**config.mk**
```make
export PLATFORM = sky130hd
export DESIGN_NAME = vip_uart_rx_ctrl
export DESIGN_NICKNAME = d
export VERILOG_FILES = /design/src/rtl/vip_uart_rx_ctrl.sv
export SDC_FILE = /design/constraint.sdc
export NUM_CORES = 1
export LEC_CHECK = 0
export ABC_AREA = 1
export BUFFER_PORTS_ARGS = -buffer_cell sky130_fd_sc_hd__buf_2
export CAP_MARGIN = 10
export CORE_MARGIN = 2
export CORE_UTILIZATION = 55
export DETAILED_ROUTE_END_ITERATION = 16
export PLACE_DENSITY = 0.73
export SYNTH_ARGS = -nofsm -noshare
export SYNTH_HDL_FRONTEND = slang
export SYNTH_SLANG_ARGS = --single-unit
```
**constraint.sdc**
```tcl
create_clock -name i_clk -period 2.7 [get_ports i_clk]
set_input_delay 0.54 -clock i_clk [delete_from_list [all_inputs] [get_ports i_clk]]
set_output_delay 0.54 -clock i_clk [all_outputs]
set_load 0.01 [all_outputs]
```
**src/rtl/vip_uart_rx_ctrl.sv**
```systemverilog
// vip_uart_rx_ctrl: services the UART receiver ready/clear handshake and buffers bytes in a line-oriented FIFO.
// Define VIP_UART_RX_CTRL_TIMEOUT_EN to force-close an open line after `timeout` idle clocks.
module vip_uart_rx_ctrl #(
  parameter int unsigned depth    = 16,
  parameter logic [7:0]  eol_char = 8'h0A,
  parameter int unsigned timeout  = 1024
) (
  input  logic                       i_clk,
  input  logic                       i_rst,
  input  logic                       i_rx_rdy,
  input  logic [7:0]                 i_rx_data,
  output logic                       o_rx_rdy_clr,
  input  logic                       i_rd_en,
  output logic [7:0]                 o_rd_data,
  output logic                       o_rd_eol,
  output logic                       o_rd_empty,
  output logic [$clog2(depth+1)-1:0] o_line_cnt,
  output logic                       o_overflow,
  input  logic                       i_ovf_clr
);

  localparam int unsigned ptr_w = $clog2(depth);
  localparam int unsigned cnt_w = $clog2(depth + 1);
  localparam logic [ptr_w:0] depth_cnt = (ptr_w + 1)'(depth);

  typedef enum logic {
    IDLE,
    CLR
  } state_t;

  state_t             state;
  logic [7:0]         mem_data [depth];
  logic [depth-1:0]   mem_eol;
  logic [ptr_w-1:0]   wr_ptr;
  logic [ptr_w-1:0]   rd_ptr;
  logic [ptr_w-1:0]   last_ptr;
  logic [ptr_w:0]     count;
  logic [cnt_w-1:0]   line_cnt;
  logic               overflow;

  logic capture;
  logic full;
  logic accept;
  logic drop;
  logic pop;
  logic eol_in;
  logic open_line;
  logic mark;
  logic line_inc;
  logic line_dec;

  // Fullness is judged before any same-cycle pop, so a write into a full FIFO drops even while draining.
  always_comb begin
    capture   = (state == IDLE) && i_rx_rdy;
    full      = (count == depth_cnt);
    accept    = capture && !full;
    drop      = capture && full;
    pop       = i_rd_en && (count != '0);
    eol_in    = (i_rx_data == eol_char);
    last_ptr  = wr_ptr - 1'b1;
    open_line = (count != '0) && !mem_eol[last_ptr];
    line_inc  = (accept && eol_in) || mark;
    line_dec  = pop && mem_eol[rd_ptr];
  end

`ifdef VIP_UART_RX_CTRL_TIMEOUT_EN
  localparam int unsigned idle_w = $clog2(timeout + 1);
  localparam logic [idle_w-1:0] idle_max  = idle_w'(timeout);
  localparam logic [idle_w-1:0] idle_last = idle_w'(timeout - 1);

  logic [idle_w-1:0] idle_cnt;

  // Saturating at timeout guarantees a single mark per idle period.
  always_ff @(posedge i_clk) begin
    if (i_rst) begin
      idle_cnt <= '0;
    end else if (capture) begin
      idle_cnt <= '0;
    end else if (idle_cnt != idle_max) begin
      idle_cnt <= idle_cnt + 1'b1;
    end
  end

  // A pop that empties the FIFO removes the line being closed, so it suppresses the mark.
  always_comb begin
    mark = (idle_cnt == idle_last) && !capture && open_line && !(pop && (count == 1));
  end
`else
  logic unused_timeout;

  assign mark           = 1'b0;
  assign unused_timeout = (timeout != 0);
`endif

  always_ff @(posedge i_clk) begin
    if (accept) begin
      mem_data[wr_ptr] <= i_rx_data;
      mem_eol[wr_ptr]  <= eol_in;
    end
    if (mark) begin
      mem_eol[last_ptr] <= 1'b1;
    end
  end

  always_ff @(posedge i_clk) begin
    if (i_rst) begin
      state    <= IDLE;
      wr_ptr   <= '0;
      rd_ptr   <= '0;
      count    <= '0;
      line_cnt <= '0;
      overflow <= 1'b0;
    end else begin
      case (state)
        IDLE:    if (i_rx_rdy) state <= CLR;
        CLR:     state <= IDLE;
        default: state <= IDLE;
      endcase

      if (accept) wr_ptr <= wr_ptr + 1'b1;
      if (pop)    rd_ptr <= rd_ptr + 1'b1;

      if (accept && !pop) begin
        count <= count + 1'b1;
      end else if (!accept && pop) begin
        count <= count - 1'b1;
      end

      if (line_inc && !line_dec) begin
        line_cnt <= line_cnt + 1'b1;
      end else if (!line_inc && line_dec) begin
        line_cnt <= line_cnt - 1'b1;
      end

      if (drop) begin
        overflow <= 1'b1;
      end else if (i_ovf_clr) begin
        overflow <= 1'b0;
      end
    end
  end

  assign o_rx_rdy_clr = (state == CLR);
  assign o_rd_empty   = (count == '0);
  assign o_rd_data    = o_rd_empty ? 8'h00 : mem_data[rd_ptr];
  assign o_rd_eol     = !o_rd_empty && mem_eol[rd_ptr];
  assign o_line_cnt   = line_cnt;
  assign o_overflow   = overflow;

endmodule

```
==> flow_metrics.env <==
export IMPL_status="complete, no violations"
export IMPL_hold_path_class="in2reg"
export IMPL_r2r_cells=13
export IMPL_initial_core_util_pct=56.91
export IMPL_totalWireLength_um=16420
export IMPL_worstReg2RegStart="count[0]"
export IMPL_fmax_mhz=389.4
export IMPL_htreeDepth=4
export IMPL_async_flop_share_pct=0
export IMPL_drc=0
export IMPL_skew_ps=6.645
export IMPL_clockRootBuffer="clkbuf_16"
export IMPL_insertion_delay_ps=430
export IMPL_fin_crit_ps=2568
export IMPL_hold_path_depth=2
export IMPL_port_buffers=29
export IMPL_gp_congestion=0.8956
export IMPL_layout_drive_gt1_share_pct=15.95
export IMPL_finalSetupViolations=0
export IMPL_grt_pass1_wl_um=26010
export IMPL_dieHeight_um=118.7
export IMPL_area_growth_pct=16.40
export IMPL_cts_tree="yes"
export IMPL_final_util_pct=66.25
export IMPL_worstSetupEndpointType="output pin"
export IMPL_wl_per_cell_um=17.88
export IMPL_grtUsageTotal_pct=24.55
export IMPL_yosys_warnings=0
export IMPL_coreArea_um2=12720
export IMPL_fp_dieW_um=118.7
export IMPL_syn_area_um2=7241
export IMPL_via_count=5090
export IMPL_dp_cells=880
export IMPL_crit_type="reg2out"
export IMPL_fin_cells=918
export IMPL_antenna_cells=0
export IMPL_min_from="i_ovf_clr"
export IMPL_rows=41
export IMPL_avgSynthCellArea_um2=10.79
export IMPL_cellPowerDensity_nw_per_um2=946.8
export IMPL_synth_seq_cells=168
export IMPL_grt_pass1_vias=5068
export IMPL_detail_route_iter0_violations=438
export IMPL_setup_tns_ps=0
export IMPL_ir_drop_uv=601.2
export IMPL_synth_edf_count=144
export IMPL_grt_max_degree=47
export IMPL_postCtsHoldBufs=0
export IMPL_fin_crit_sh_pct=95.11
export IMPL_synthCells=671
export IMPL_antenna_found_initial=0
export IMPL_nets=762
export IMPL_worst_path_max_fanout=10
export IMPL_grt_overflow=0
export IMPL_ant_nets=0
export IMPL_firstDrtPassIters=5
export IMPL_synth_flop_cell="edfxtp_1"
export IMPL_max_slew_margin_pct=59.90
export IMPL_cp_arrival_ps=2030
export IMPL_worstMarginPinSlew_ps=600.8
export IMPL_synth_top_area_share_pct=59.72
export IMPL_reg2reg_to="o_line_cnt[4]"
export IMPL_routed_via_density=5.545
export IMPL_synth_largest_area_cell="edfxtp_1"
export IMPL_synth_nets=700
export IMPL_p_leak_nw=3.330
export IMPL_num_io_pins=30
export IMPL_synth_seq_area_share_pct=66.36
export IMPL_dp_hpwl_um=10480
export IMPL_die_area_um2=14100
export IMPL_synth_area_top_cells="edfxtp_1 (60%), nand2_1 (11%), nand3_1 (7.6%)"
export IMPL_worstPathRequired_ps=2160
export IMPL_cap_viol_max_count=0
export IMPL_cts_buffer_depth=2
export IMPL_cts_made_buffers=17
export IMPL_cts_sinks=168
export IMPL_cp_start_kind="flop"
export IMPL_slew_viol_final=0
export IMPL_ys_types=27
export IMPL_hold_viol_final=0
export IMPL_path_clk_slew_ps=60
export IMPL_holdPathEnd="o_overflow"
export IMPL_rrSetupSlack_ps=190
## placed cells by master, fill, tap and decap left out, types with 2 or more instances in the layout
| cell type | count |
|---|---|
| a21oi_1 | 29 |
| a21oi_2 | 2 |
| buf_12 | 2 |
| buf_2 | 29 |
| buf_4 | 40 |
| bufinv_16 | 7 |
| clkbuf_1 | 5 |
| clkbuf_16 | 17 |
| clkinv_2 | 2 |
| clkinvlp_4 | 3 |
| dfxtp_1 | 20 |
| dfxtp_2 | 2 |
| dfxtp_4 | 2 |
| edfxtp_1 | 144 |
| ha_1 | 14 |
| inv_1 | 30 |
| inv_2 | 3 |
| nand2_1 | 209 |
| nand2_2 | 2 |
| nand3_1 | 110 |
| nand4_1 | 2 |
| nor2_1 | 38 |
| o21ai_0 | 13 |
| or2_2 | 2 |
| xor2_1 | 7 |
## where the power goes
group / switching (W) / internal [W]
Sequential: 0.000137 / 0.00295
Clock: 0.000923 / 0.00185
Combinational: 0.00135 / 0.000762
## cell families (layout without fill, tap and decap cells)
kind of cell | count (synthesis) | in the layout | share of synthesized area, %
AO/OA/AOI/OAI | 47 | 47 | 3.352
flip-flops | 168 | 168 | 66.36
adder cells (fa/ha/maj) | 16 | 16 | 2.972
XOR/XNOR | 8 | 8 | 0.9677
buffers and inverters | 65 | 140 | 5.132
AND/OR/NAND/NOR | 367 | 367 | 21.22
## how the worst max path moves through the flow
| stage | cells past startpoint | endpoint | startpoint |
|---|---|---|---|
| after global placement | 14 | o_line_cnt[4] | i_rx_data[7] |
| after CTS | 18 | o_line_cnt[4] | rd_ptr[0] |
| after detailed placement | 14 | o_line_cnt[4] | i_rx_data[7] |
| after global routing | 15 | o_line_cnt[4] | rd_ptr[0] |
| final | 5 | o_rd_data[2] | count[0] |
| after floorplan | 18 | o_line_cnt[4] | rd_ptr[0] |
## stage by stage
step | power [W] | worst slack [ps] | hold slack (ps) | area, um2
after CTS | 0.007886 | 10.04 | 311.1 | 8347
after detailed placement | 0.005125 | -11.10 | 497.0 | 7669
after global routing | 0.008375 | -74.19 | 328.0 | 8428
after floorplan | 0.004547 | 406.9 | 471.6 | 7241
after global placement | 0.005044 | 38.85 | 464.2 | 7669
final | 0.007980 | 132.0 | 322.3 | 8428
## area by class of cell
type	instances	area [um2]
Tap cell	172	215.2
Clock buffer	23	457.9
Inverter	36	145.1
Sequential cell	168	4815
Timing Repair inverter	1	7.507
Multi-Input combinational cell	438	2082
Timing Repair Buffer	71	485.5
Clock inverter	9	220.2
Fill cell	973	4294
## layer usage
metal	global-route usage (%)	part of all wire (%)	wire, um	up-vias
met5	0	0	0	-
met4	10.12	2.2	363	0
met3	5.792	5.8	955	25
met2	41.16	51	8417	173
met1	30.63	41	6679	2476
li1	-	-	-	2416
## Yosys cell counts, types with 2 or more instances
cell        n
nand4_1     2
xor2_1      7
a21oi_1    30
nor2_1     39
inv_2       3
edfxtp_1  144
ha_1       14
nand3_1   110
o21ai_0    14
inv_1      32
or2_2       2
nand2_1   209
buf_2       7
buf_4       5
fa_1        2
buf_6      12
clkbuf_1    4
nand2_2     3
dfxtp_1    24
## repair_timing
item	4_1_cts	5_1_grt
hold endpoints to repair	0	0
setup buffers	0	5
setup endpoints to repair	0	8
resized for setup	0	16
## worst max-delay path: stages (launching register included)
cell	delay (ps)
dfxtp_1	430
nor2_1	90
nand4_1	210
clkinvlp_4	350
a21oi_1	330
buf_2	190
## registers in the layout, summed over array words and instances (netlist names), named ones only
register      count
mem_data        128
mem_eol          16
count             5
o_line_cnt        5
rd_ptr            4
wr_ptr            4
o_overflow        1
o_rx_rdy_clr      1
(Power assumes the default switching activity.)
